===== src/rtl/de10_bus_arbiter_pkg.sv =====
// rtl/de10_bus_arbiter_pkg.sv - region tags, FSM states and master ids for the DE10 bus arbiter
package de10_bus_arbiter_pkg;

    localparam logic [9:0] TAG_SRAM   = 10'h0;
    localparam logic [9:0] TAG_PERIPH = 10'h1;
    localparam logic [9:0] TAG_SDRAM  = 10'h2;
    localparam int         TAG_MSB    = 31;
    localparam int         TAG_LSB    = 22;

    typedef enum logic [1:0] {
        ST_IDLE = 2'd0,
        ST_BUSY = 2'd1,
        ST_RESP = 2'd2
    } state_t;

    typedef enum logic {
        M0 = 1'b0,
        M1 = 1'b1
    } master_t;

    // Tags above SDRAM have no target behind the decoder.
    function automatic logic tag_mapped(input logic [9:0] tag);
        return (tag == TAG_SRAM) || (tag == TAG_PERIPH) || (tag == TAG_SDRAM);
    endfunction

endpackage


===== src/rtl/de10_rr_arbiter2.sv =====
// rtl/de10_rr_arbiter2.sv - two-way round-robin picker; remembers the last winner
module de10_rr_arbiter2
    import de10_bus_arbiter_pkg::*;
(
    input  logic       clk,
    input  logic       rst_n,
    input  logic [1:0] req,
    input  logic       advance,
    output logic [1:0] grant
);

    master_t last_grant;

    always_comb begin
        grant = req;
        if (req == 2'b11) begin
            grant = (last_grant == M0) ? 2'b10 : 2'b01;
        end
    end

    always_ff @(posedge clk or negedge rst_n) begin
        if (!rst_n) begin
            last_grant <= M0;
        end else if (advance && (grant != 2'b00)) begin
            last_grant <= grant[1] ? M1 : M0;
        end
    end

endmodule


===== src/rtl/de10_bus_arbiter.sv =====
// rtl/de10_bus_arbiter.sv - shares the DE10 memory bus between fetch (m0) and data (m1)
// Optional BUS_TIMEOUT_EN aborts a BUSY transaction after TIMEOUT_CYCLES cycles.
module de10_bus_arbiter
    import de10_bus_arbiter_pkg::*;
#(
    parameter int ADDR_W         = 32,
    parameter int DATA_W         = 32,
    parameter int TIMEOUT_CYCLES = 256
) (
    input  logic                clk,
    input  logic                rst_n,
    input  logic                m0_req,
    input  logic [ADDR_W-1:0]   m0_addr,
    output logic                m0_ack,
    output logic [DATA_W-1:0]   m0_rdata,
    output logic                m0_err,
    input  logic                m1_req,
    input  logic [ADDR_W-1:0]   m1_addr,
    input  logic                m1_we,
    input  logic [DATA_W/8-1:0] m1_be,
    input  logic [DATA_W-1:0]   m1_wdata,
    output logic                m1_ack,
    output logic [DATA_W-1:0]   m1_rdata,
    output logic                m1_err,
    output logic                bus_valid,
    output logic [ADDR_W-1:0]   bus_addr,
    output logic                bus_we,
    output logic [DATA_W/8-1:0] bus_be,
    output logic [DATA_W-1:0]   bus_wdata,
    input  logic [DATA_W-1:0]   bus_rdata,
    input  logic                bus_ready
);

    state_t            state;
    master_t           owner;
    logic [1:0]        grant;
    logic              advance;
    logic              sel_m1;
    logic [ADDR_W-1:0] sel_addr;
    logic              sel_mapped;
    logic              done;
    logic              done_err;
    logic              done_m1;
    logic [DATA_W-1:0] done_data;

`ifdef BUS_TIMEOUT_EN
    localparam int CNT_W = $clog2(TIMEOUT_CYCLES);
    logic [CNT_W-1:0] tcount;
    logic             timed_out;

    assign timed_out = (tcount == CNT_W'(TIMEOUT_CYCLES - 1));

    always_ff @(posedge clk or negedge rst_n) begin
        if (!rst_n) begin
            tcount <= '0;
        end else if (state == ST_IDLE) begin
            tcount <= '0;
        end else if ((state == ST_BUSY) && !bus_ready) begin
            tcount <= tcount + 1'b1;
        end
    end
`endif

    assign advance    = (state == ST_IDLE) && (m0_req || m1_req);
    assign sel_m1     = grant[1];
    assign sel_addr   = sel_m1 ? m1_addr : m0_addr;
    assign sel_mapped = tag_mapped(sel_addr[TAG_MSB:TAG_LSB]);
    assign done_m1    = (state == ST_IDLE) ? sel_m1 : (owner == M1);

    de10_rr_arbiter2 u_rr (
        .clk     (clk),
        .rst_n   (rst_n),
        .req     ({m1_req, m0_req}),
        .advance (advance),
        .grant   (grant)
    );

    // Completion source: local unmapped answer from IDLE, target ready or abort from BUSY.
    always_comb begin
        done      = 1'b0;
        done_err  = 1'b0;
        done_data = '0;
        case (state)
            ST_IDLE: begin
                if (advance && !sel_mapped) begin
                    done     = 1'b1;
                    done_err = 1'b1;
                end
            end
            ST_BUSY: begin
                if (bus_ready) begin
                    done      = 1'b1;
                    done_data = bus_we ? '0 : bus_rdata;
                end
`ifdef BUS_TIMEOUT_EN
                else if (timed_out) begin
                    done     = 1'b1;
                    done_err = 1'b1;
                end
`endif
            end
            default: begin
                done = 1'b0;
            end
        endcase
    end

    always_ff @(posedge clk or negedge rst_n) begin
        if (!rst_n) begin
            state     <= ST_IDLE;
            owner     <= M0;
            bus_valid <= 1'b0;
            bus_addr  <= '0;
            bus_we    <= 1'b0;
            bus_be    <= '0;
            bus_wdata <= '0;
            m0_ack    <= 1'b0;
            m0_err    <= 1'b0;
            m0_rdata  <= '0;
            m1_ack    <= 1'b0;
            m1_err    <= 1'b0;
            m1_rdata  <= '0;
        end else begin
            m0_ack <= 1'b0;
            m0_err <= 1'b0;
            m1_ack <= 1'b0;
            m1_err <= 1'b0;
            case (state)
                ST_IDLE: begin
                    if (advance) begin
                        owner <= sel_m1 ? M1 : M0;
                        if (sel_mapped) begin
                            state     <= ST_BUSY;
                            bus_valid <= 1'b1;
                            bus_addr  <= sel_addr;
                            bus_we    <= sel_m1 & m1_we;
                            bus_be    <= sel_m1 ? m1_be : '1;
                            bus_wdata <= sel_m1 ? m1_wdata : '0;
                        end else begin
                            state <= ST_RESP;
                        end
                    end
                end
                ST_BUSY: begin
                    if (done) begin
                        state     <= ST_RESP;
                        bus_valid <= 1'b0;
                    end
                end
                ST_RESP: begin
                    state <= ST_IDLE;
                end
                default: begin
                    state <= ST_IDLE;
                end
            endcase
            if (done) begin
                if (done_m1) begin
                    m1_ack   <= 1'b1;
                    m1_err   <= done_err;
                    m1_rdata <= done_data;
                end else begin
                    m0_ack   <= 1'b1;
                    m0_err   <= done_err;
                    m0_rdata <= done_data;
                end
            end
        end
    end

endmodule

===== config.mk =====
export PLATFORM = sky130hd
export DESIGN_NAME = de10_bus_arbiter
export DESIGN_NICKNAME = d
export VERILOG_FILES = /design/src/rtl/de10_bus_arbiter_pkg.sv /design/src/rtl/de10_rr_arbiter2.sv /design/src/rtl/de10_bus_arbiter.sv
export SDC_FILE = /design/constraint.sdc
export NUM_CORES = 1
export LEC_CHECK = 0
export CAP_MARGIN = 15
export CELL_PAD_IN_SITES_DETAIL_PLACEMENT = 1
export CELL_PAD_IN_SITES_GLOBAL_PLACEMENT = 2
export CORE_MARGIN = 10
export CORE_UTILIZATION = 27
export DETAILED_ROUTE_END_ITERATION = 8
export GPL_ROUTABILITY_DRIVEN = 0
export MAX_ROUTING_LAYER = met4
export PLACE_DENSITY = 0.91
export SLEW_MARGIN = 20
export SYNTH_ARGS = -nofsm -noshare
export SYNTH_HDL_FRONTEND = slang
export SYNTH_SLANG_ARGS = --single-unit

===== constraint.sdc =====
create_clock -name clk -period 4.9 [get_ports clk]
set_input_delay 0.98 -clock clk [delete_from_list [all_inputs] [get_ports clk]]
set_output_delay 0.98 -clock clk [all_outputs]
set_load 0.05 [all_outputs]

# Word-level counts from Yosys, hierarchy flattened
# Index checks and enable logic that the tools add are counted.
# op_classes
add_sub_neg	0
n_mul	0
n_div	0
n_lt_le_gt_ge	0
n_eq_ne	7
n_shift	0
muxes	30
bitwise_logic	2
reduce_logical	17
# op_table
cell	count
two-way mux 32 bit	5
two-way mux 1 bit	16
equality test 10 x 1 -> 1 bit (second input constant)	1
equality test 10 x 2 -> 1 bit (second input constant)	1
zero test 10 bit	1
two-way mux 2 bit	5
AND reduction 2 bit	4
inequality test 2 bit (second input constant)	3
two-way mux 4 bit	1
one-hot mux 1 bit (2 select lines)	2
one-hot mux 2 bit (2 select lines)	1
AND reduction 4 bit	1
nonzero test 2 bit	2
logical AND 1 bit	3
logical OR 1 bit	3
AND reduction 3 bit	1
equality test 2 x 1 -> 1 bit (second input constant)	1
equality test 2 bit (second input constant)	1
zero test 2 bit	1
bitwise AND 1 bit	1
zero test 1 bit	1
inverter 1 bit	1
# totals
register_bits	142
latchBits	0
ramBits	0
romBits	0
out_inout_bits	138
wordCells	70
mem_count	0

# Depth between registers and ports, before layout
# Gate-level depths: netlist of run 1.
# logic_depth
word_depth	12
mapped_depth	7
mapped_depth_nobuf	4

# Modules after synthesis
# Synthesis of run 1 repeated with hierarchy kept, for this count alone.
# unflattened
cells_unflattened	653
area_unflattened_um2	6875.3
# modules_own_cells
mod	n_inst	cells_per_inst	area_per_inst_um2	seq_area_each_um2
de10_bus_arbiter	1	647	6820.3	3528.4
de10_rr_arbiter2	1	6	55.1	25.0

# Worst setup path after synthesis of run 1
# OpenSTA, ideal clock, no wires.
# synth_path
path_kind	input -> register
from	input m0_addr[30]
to	register bus_addr[0]
setup_ns	0.125
arrival_ns	2.491
required_ns	4.775
path_slack_ns	2.284
path_stages	6
n_path_buf	2
path_cell_list	or4_4 a2111oi_4 o21bai_1 buf_6 buf_6 mux2_4
# synth_between
elab_chain_len	5
elab_cells_between_ends	7
classes_between	eq/ne (2); mux (1); reduce/logical (4)
# synth_lines
element	line	text
start: declaration	de10_bus_arbiter.sv:13	input logic [ADDR_W-1:0] m0_addr,
two-way mux 32 bit *	de10_bus_arbiter.sv:66	assign sel_addr = sel_m1 ? m1_addr : m0_addr;
equality test 10 x 1 -> 1 bit / zero test 10 bit (equally long branches)	de10_bus_arbiter_pkg.sv:23	return (tag == TAG_SRAM) || (tag == TAG_PERIPH) || (tag == TAG_SDRAM);
logical OR 1 bit	de10_bus_arbiter_pkg.sv:23	
logical OR 1 bit *	de10_bus_arbiter_pkg.sv:23	
AND reduction 3 bit (no line) *	--	
end signal: assignment	de10_bus_arbiter.sv:135	bus_addr <= sel_addr;
end: declaration	de10_bus_arbiter.sv:26	output logic [ADDR_W-1:0] bus_addr,
# Mark *: on every way between the ends. The rest lies on a longest branch, timed or not.
# A chain may end at the register's enable or synchronous reset.

# Worst setup path in the final report of run 1
# layout_path
from	input m0_req
to	register bus_be[3]
# layout_between
elab_chain_len	7
elab_cells_between_ends	12
classes_between	eq/ne (3); mux (3); reduce/logical (6)
# layout_lines
element	line	text
start: declaration	de10_bus_arbiter.sv:12	input logic m0_req,
equality test 2 bit	de10_rr_arbiter2.sv:16	if (req == 2'b11) begin
two-way mux 2 bit	de10_rr_arbiter2.sv:16	
two-way mux 32 bit	de10_bus_arbiter.sv:66	
equality test 10 x 1 -> 1 bit / zero test 10 bit (equally long branches)	de10_bus_arbiter_pkg.sv:23	
logical OR 1 bit (2 in a row)	de10_bus_arbiter_pkg.sv:23	
AND reduction 3 bit (no line)	--	
end signal: assignment	de10_bus_arbiter.sv:137	bus_be <= sel_m1 ? m1_be : '1;
end: declaration	de10_bus_arbiter.sv:28	output logic [DATA_W/8-1:0] bus_be,
# Parallel ways exist; a longest one is shown, timed or not.

==> flow_summary.ini, run 1 <==
[global_routing]
first_global_vias = 6035
grt_start_max_net_pins = 73
grt_first_pass_wirelength_mm = 36.8
antenna_found_initial = 3
grt.total_usage = 0.156
grt_overflow = 0

[critical_path]
cp.arrival_ps = 3640
crit_required_ps = 5200
cp-end-kind = flip-flop
reg2reg_depth = 5
start_kind = primary input
crit_type = primary input to flip-flop
worstPathMaxFanout = 66

[finish]
final_cell_mix = clkdlybuf4s50_1 (274), dfrtp_1 (142), inv_1 (97)
fillers = 2688
drive_above_1_share = 0.107
layout_commonest_cell = clkdlybuf4s50_1
final-seq-area_um2 = 3550
nets = 1065
post-route-util = 0.426
multi_input_area_um2 = 2570
area_growth_syn_to_layout_pct = 55.7

[die]
die-area_um2 = 31100
die_h_um = 176
fp.dieW_um = 176
core-area_um2 = 24200
rows = 57
start_util = 0.273
ios = 276

[drt]
firstDrtPassIters = 4
num_vias = 5576
wire_per_inst_um = 19.0
drc = 0
ant_nets = 0
wl_mm = 24.1
viasPerCell = 4.40
drt_iter0_markers = 272

[sta]
setup_viol = 0
max_slew_margin = 0.271
tightest_slew_ps = 1090
fin_crit_sh = 0.681
tns_ps = 0
fmax_ghz = 0.300
clock_skew_ps = 14.2
rsz0062_at_grt = false
drv_slew = 0
timing.final.crit_period_ps = 3340
hold_violations = 0

[power]
ir_drop_v = 0.000244
clkPwrFrac = 0.234
p_int_mw = 3.03
power_frac_seq = 0.318
p_per_area_nw_per_um2 = 530
switching_power_mw = 2.42
sw_frac_of_total = 0.445
cellLeakagePower_nw = 4.69
power_frac_comb = 0.449

[clock_tree]
htree_levels = 4
hold_buffers = 0
clock-sinks = 142
tritoncts = done
postCtsResizedCells = 0
cts_root_buffer = clkbuf_16
cts_buffer_depth = 2
clk_pin_slew_worst_paths_ps = 70
clock_latency_ps = 420
numCtsBuffers = 17
cts_setup_buffers = 0

[synthesis]
synth_area_um2 = 6610
synth_fp_nets = 800
yosysSeqAreaShare = 0.537
ys_ff_latch = 142
synth.distinct_cells = 28
synth_area_per_cell_um2 = 9.99
syn_inst = 662
synthArstFlopShare = 1.00
yosys_warnings = 0
synth_edf_count = 0
synth_flop_cell = dfrtp_1

[hold_path]
worstHoldPathType = flip-flop to flip-flop
whs_path_depth = 2

[run_status]
outcome = finished, final reports clean

[run]
maxCapViolations = 0

[place]
hpwl_mm = 17.5
io_buffers = 275
-- per-layer routing --
layer  part of all wire  wire length (um)  global-route usage
met5                  0                 0                   -
met4              0.015               361              0.0483
met3              0.049              1190              0.0384
met2               0.51             12200               0.265
met1               0.43             10300               0.178
-- sequential cells by signal, indices dropped and copies added (netlist names) --
| signal | cells |
|---|---|
| m1_err | 1 |
| bus_valid | 1 |
| m0_rdata | 32 |
| bus_we | 1 |
| m1_ack | 1 |
| state | 2 |
| m1_rdata | 32 |
| bus_be | 4 |
| owner | 1 |
| bus_wdata | 32 |
| u_rr.last_grant | 1 |
| bus_addr | 32 |
| m0_err | 1 |
| m0_ack | 1 |
-- through the flow --
stage	setup WS (ps)	instances	instance area, um2	total power [mW]	hold WS [ps]
global route	1480	1267	10300	5.75	501
finish	1560	1267	10300	5.45	481
CTS	1580	1264	10300	5.55	488
floorplan	2280	662	6610	3.21	459
global placement	1200	1232	9710	4.18	461
detailed placement	1130	1232	9710	4.23	470
-- path summary, 6_finish.rpt --
check                                 startpoint                  endpoint  slack (ps)
hold / removal             bus_valid$_DFFE_PN0P_     bus_valid$_DFFE_PN0P_         480
setup reg to reg            state[0]$_DFFE_PN0P_     bus_be[3]$_DFFE_PN0P_        2300
hold reg to reg            bus_valid$_DFFE_PN0P_     bus_valid$_DFFE_PN0P_         480
setup / recovery                          m0_req     bus_be[3]$_DFFE_PN0P_        1560
max in group asynchronous                  rst_n  bus_wdata[8]$_DFFE_PN0P_        3290
min in group asynchronous                  rst_n   m1_rdata[1]$_DFFE_PN0P_         580
-- cell families after synthesis --
family	Yosys count	synth area share
DFF	142	0.537
AOI/OAI and AO/OA	138	0.109
and+or+nand+nor	160	0.114
muxes	87	0.157
buffers and inverters	135	0.0823
-- power by group through the flow --
stage                     sequential, mW  clock [mW]  combinational (mW)
after global routing                1.78        1.37                2.60
after floorplan                     2.78           0               0.431
after CTS                           1.73        1.32                2.49
after global placement              1.73           0                2.45
final                               1.73        1.27                2.45
after detailed placement            1.75           0                2.48
-- final cells by class --
type,count,share of cell area
antenna,3,0.000729
clock buffer,19,0.0430
clock inverter,13,0.0125
inverter,97,0.0354
multi-input combinational,385,0.249
sequential,142,0.345
tap,324,0.0394
timing repair buffer,284,0.274
-- critical path, cell delays in order --
cell and delay (ps):
clkdlybuf4s50_1 490, o21ai_0 520, o21bai_4 290, buf_4 870
mux2_2 420
-- cells in the mapped netlist (all sizes together) (8+ instances only) --
master	n	area, um2
dfrtp	142	3550
inv	97	364
nor2	68	255
a21oi	67	335
o21ai	66	330
mux2	53	698
nand2	38	143
nand2b	37	231
mux2i	34	340
clkbuf	27	101
buf	11	78.8
and2	8	50.1
No activity file was read; power rests on OpenSTA's default activity.
==> run 2, diff against run 1 <==
CORE_UTILIZATION = 23   (was 27)
PLACE_DENSITY = 0.83   (was 0.91)
clock period = 3.05 ns   (was 4.9 ns; I/O delays follow)
==> run 2 against run 1 <==
Die area grew 15%. Clock skew shrank 4.7 ps. First-iteration DRC count shrank 41%. Critical path type unchanged. Highest routed layer unchanged. Hold slack lost 250 ps. Final cell count grew 4.8%. Worst setup slack lost 980 ps. Total power grew 66%.
==> flow_summary.ini, run 2 (synthesis gave the netlist of run 1 again) <==
[power]
p_per_area_nw_per_um2 = 857
finalPower_mw = 9.03
cellLeakagePower_nw = 4.79
power_frac_comb = 0.439
p_int_mw = 5.11
clkPwrFrac = 0.253
sw_frac_of_total = 0.434
switching_power_mw = 3.92
ir_drop_v = 0.000527
power_frac_seq = 0.308

[clock_tree]
cts_buffer_depth = 2
hold_buffers = 0
htree_levels = 4
clk_pin_slew_worst_paths_ps = 70
cts_setup_buffers = 0
numCtsBuffers = 17
clock_latency_ps = 420
clock-sinks = 142
cts_root_buffer = clkbuf_16
postCtsResizedCells = 0
tritoncts = done

[die]
die_h_um = 190
start_util = 0.232
core-area_um2 = 28500
die-area_um2 = 35900
ios = 276
fp.dieW_um = 190
rows = 62

[global_routing]
grt_overflow = 0
grt_start_max_net_pins = 75
antenna_found_initial = 0
grt_first_pass_wirelength_mm = 38.3
grt.total_usage = 0.141
first_global_vias = 6200

[finish]
area_growth_syn_to_layout_pct = 59.4
fillers = 3253
finalNonFillerCells = 1328
layout_commonest_cell = clkdlybuf4s50_1
n_antenna_cell = 0
multi_input_area_um2 = 2560
final-seq-area_um2 = 3550
final_cell_mix = clkdlybuf4s50_1 (274), dfrtp_1 (142), inv_1 (97)
drive_above_1_share = 0.111
nets = 1070

[critical_path]
worstPathBufferInverterCount = 2
worstPathMaxFanout = 34
critical_path.top_delay_family = buffers and inverters
max_stage_delay_ps = 540
cp.arrival_ps = 2770
cp-end-kind = flip-flop
crit_required_ps = 3360
start_kind = primary input
crit_type = primary input to flip-flop
crit_slowest_cell = or4_4
crit_chain = clkdlybuf4s50_1 > or4_4 > a2111oi_4 > o21bai_4 > buf_12 > mux2_4

[place]
io_buffers = 275
hpwl_mm = 18.0
dp.cells = 1297
dp_slack_ps = 127

[sta]
max_slew_margin = 0.492
fin_crit_sh = 0.808
timing.final.crit_period_ps = 2460
rsz0062_at_grt = false
clock_skew_ps = 9.44
fmax_ghz = 0.406
tightest_slew_ps = 761
tns_ps = 0
hold_violations = 0
fin_ws_ps = 586
drv_slew = 0
setup_viol = 0
holdWs_ps = 230

[drt]
viasPerCell = 4.20
ant_nets = 0
firstDrtPassIters = 4
wire_per_inst_um = 18.5
wl_mm = 24.6
drc = 0
drt_iter0_markers = 160
num_vias = 5578

[run]
maxCapViolations = 0

[run_status]
outcome = finished, final reports clean

[hold_path]
worstHoldPathType = primary input to asynchronous set/reset pin
-- run 2: changes by cell type in the layout (fill, tap and decap cells not counted), moves of 2 or more --
cell	delta
buf_4	-2
buf_12	+7
bufinv_16	+3
inv_8	+2
diode_2	-3
clkinvlp_4	-3
-- run 2: worst paths after layout --
check | from | endpoint | slack [ps] | depth (start not counted)
setup reg to reg | state[0]$_DFFE_PN0P_ | m1_rdata[23]$_DFFE_PN0P_ | 700 | 5
min in group clk | bus_addr[30]$_DFFE_PN0P_ | bus_addr[30]$_DFFE_PN0P_ | 480 | 1
max in group asynchronous | rst_n | bus_wdata[3]$_DFFE_PN0P_ | 2090 | 2
hold / removal | rst_n | m0_rdata[9]$_DFFE_PN0P_ | 230 | 1
hold reg to reg | bus_addr[30]$_DFFE_PN0P_ | bus_addr[30]$_DFFE_PN0P_ | 480 | 1
setup / recovery | m0_addr[27] | bus_addr[1]$_DFFE_PN0P_ | 590 | 6
-- run 2: metrics by stage --
| step | cell area [um2] | util |
|---|---|---|
| 2_1_floorplan | 6610 | - |
| 3_3_place_gp | 9910 | 0.347 |
| 3_5_place_dp | 9910 | 0.347 |
| 4_1_cts | 10500 | 0.369 |
| 5_1_grt | 10500 | 0.369 |
| 6_report | 10500 | 0.369 |
-- run 2: power groups by stage --
stage | combinational [mW] | clock (mW) | sequential (mW)
6_report | 3.96 | 2.29 | 2.78
5_1_grt | 4.21 | 2.47 | 2.88
4_1_cts | 4.04 | 2.38 | 2.79
3_5_place_dp | 4.03 | 0 | 2.81
3_3_place_gp | 3.97 | 0 | 2.79
2_1_floorplan | 0.693 | 0 | 4.46
-- run 2: per-layer routing --
metal / global-route usage / share of wire / up-vias
met5: - / 0 / -
met4: 0.0372 / 0.012 / 0
met3: 0.0348 / 0.047 / 16
met2: 0.239 / 0.51 / 140
met1: 0.163 / 0.43 / 2752
li1: - / - / 2670
-- run 2: layout make-up --
| cell class | count | share of cell area |
|---|---|---|
| inverters | 97 | 0.0345 |
| clock buffers | 17 | 0.0404 |
| multi-input cells | 385 | 0.243 |
| flip-flops and latches | 142 | 0.337 |
| clock inverters | 14 | 0.0196 |
| repair buffers | 289 | 0.280 |
| well taps | 384 | 0.0456 |
==> run 3, diff against run 2 <==
clock period = 2.1 ns   (was 3.05 ns; I/O delays follow)
==> run 3 against run 2 <==
Largest cell class unchanged. Combinational power up 44%. Highest routed layer unchanged. Worst setup slack lost 540 ps. Total power grew 48%.
==> flow_summary.ini, run 3 (synthesis gave the netlist of run 1 again) <==
[run_status]
outcome = finished, final reports clean

[drt]
top_layer_used = met4
wire_per_inst_um = 18.9
firstDrtPassIters = 4
drt-met1-wl_mm = 10.8
met3_length_mm = 1.21
ant_nets = 0
num_vias = 5697
viasPerCell = 4.20
dr_wl_met2_mm = 13.3
drc = 0
wl_mm = 25.7
drt_iter0_markers = 203

[power]
p_per_area_nw_per_um2 = 1210
power_frac_seq = 0.301
cellLeakagePower_nw = 5.55
power_frac_comb = 0.426
ir_drop_v = 0.000596
sw_frac_of_total = 0.424
finalPower_mw = 13.4
clkPwrFrac = 0.272
p_int_mw = 7.72
switching_power_mw = 5.68

[die]
die-area_um2 = 35900
fp.dieW_um = 190
start_util = 0.232
core-area_um2 = 28500
ios = 276
die_h_um = 190
rows = 62

[sta]
max_slew_margin = 0.603
fmax_ghz = 0.486
fin_ws_ps = 43.4
drv_slew = 0
tns_ps = 0
timing.final.crit_period_ps = 2060
hold_violations = 0
tightest_slew_ps = 593
setup_viol = 0
clock_skew_ps = 8.41
fin_crit_sh = 0.979
rsz0062_at_grt = false

[critical_path]
start_kind = flip-flop
path_depth = 1
crit_chain = clkdlybuf4s50_1
cp-end-kind = output port
max_stage_delay_ps = 840
reg2reg_depth = 7
worstPathMaxFanout = 3
cp.arrival_ps = 1640
worstReg2RegEnd = bus_be[3]$_DFFE_PN0P_
crit_type = flip-flop to output port
crit_required_ps = 1680
crit_slowest_cell = clkdlybuf4s50_1
critical_path.top_delay_family = buffers and inverters
reg2reg_slack_ps = 180
worstPathBufferInverterCount = 1
timing.rr.start = u_rr.last_grant$_DFFE_PN0P_

[finish]
finalNonFillerCells = 1356
layout_commonest_cell = clkdlybuf4s50_1
final_cell_mix = clkdlybuf4s50_1 (216), dfrtp_1 (142), inv_1 (97)
drive_above_1_share = 0.149
nets = 1097
n_antenna_cell = 0
area_growth_syn_to_layout_pct = 67.1

[global_routing]
grt_first_pass_wirelength_mm = 38.6
first_global_vias = 6322
grt_start_max_net_pins = 48
grt_overflow = 0
antenna_found_initial = 0
grt.total_usage = 0.142

[clock_tree]
htree_levels = 4
cts_buffer_depth = 2
tritoncts = done
clk_pin_slew_worst_paths_ps = 70
numCtsBuffers = 17
cts_root_buffer = clkbuf_16
clock-sinks = 142
clock_latency_ps = 420

[place]
hpwl_mm = 18.5
dp.cells = 1311
io_buffers = 275
dp_slack_ps = -561

[hold_path]
worstHoldPathType = primary input to asynchronous set/reset pin

[run]
maxCapViolations = 0
[run 3: changes by cell type in the layout (fill, tap and decap cells not counted), moves of 3 or more]
cell / previous run / this run
buf_12: 7 / 13
buf_4: 7 / 33
bufinv_16: 4 / 7
clkbuf_16: 17 / 22
clkdlybuf4s50_1: 274 / 216
dlygate4sd2_1: 0 / 8
dlymetal6s2s_1: 0 / 37
o21ai_0: 66 / 56
o21ai_1: 0 / 10
[run 3: stage by stage]
stage               utilization  cell area, um2  hold slack, ps
floorplan                     -            6610             124
global placement          0.352           10000             322
detailed placement        0.352           10000             324
CTS                       0.376           10700             433
global route              0.387           11000             453
finish                    0.387           11000             448
[run 3: what timing repair did]
item,CTS,global route
endpoints found under the setup margin,65,143
endpoints found under the hold margin,25,0
gates resized for setup,20,43
hold buffers,1,0
setup buffers,0,7
cloned,0,5
pin swaps,1,4
[run 3: per-layer routing]
layer / vias to the layer above / GRT usage
met4: 0 / 0.0409
met2: 135 / 0.246
met3: 16 / 0.0344
met5: - / -
met1: 2821 / 0.161
li1: 2725 / -
[run 3: worst max-delay path by stage]
stage,from,end,slack [ps]
after floorplan,m0_addr[30],bus_addr[0]$_DFFE_PN0P_,40
after global placement,m0_addr[27],bus_wdata[29]$_DFFE_PN0P_,-460
after detailed placement,m0_addr[27],m1_rdata[10]$_DFFE_PN0P_,-560
after CTS,m0_addr[29],m0_rdata[31]$_DFFE_PN0P_,0.5
after global routing,m0_rdata[14]$_DFFE_PN0P_,m0_rdata[14],1
final,m1_rdata[7]$_DFFE_PN0P_,m1_rdata[7],40
[run 3: area by class of cell]
cell class | count | area, um2
clock buffers | 19 | 433
repair buffers | 316 | 3390
multi-input cells | 385 | 2570
inverters | 97 | 364
clock inverters | 13 | 259
flip-flops and latches | 142 | 3550
fillers | 3173 | 17500
well taps | 384 | 480
[run 3: power groups by stage]
stage                     clock network, mW  registers [mW]  logic (mW)
after global placement                    0            4.05        5.78
final                                  3.65            4.04        5.71
after CTS                              3.77            4.06        5.85
after floorplan                           0            6.48        1.01
after detailed placement                  0            4.09        5.88
after global routing                   3.87            4.16        6.05
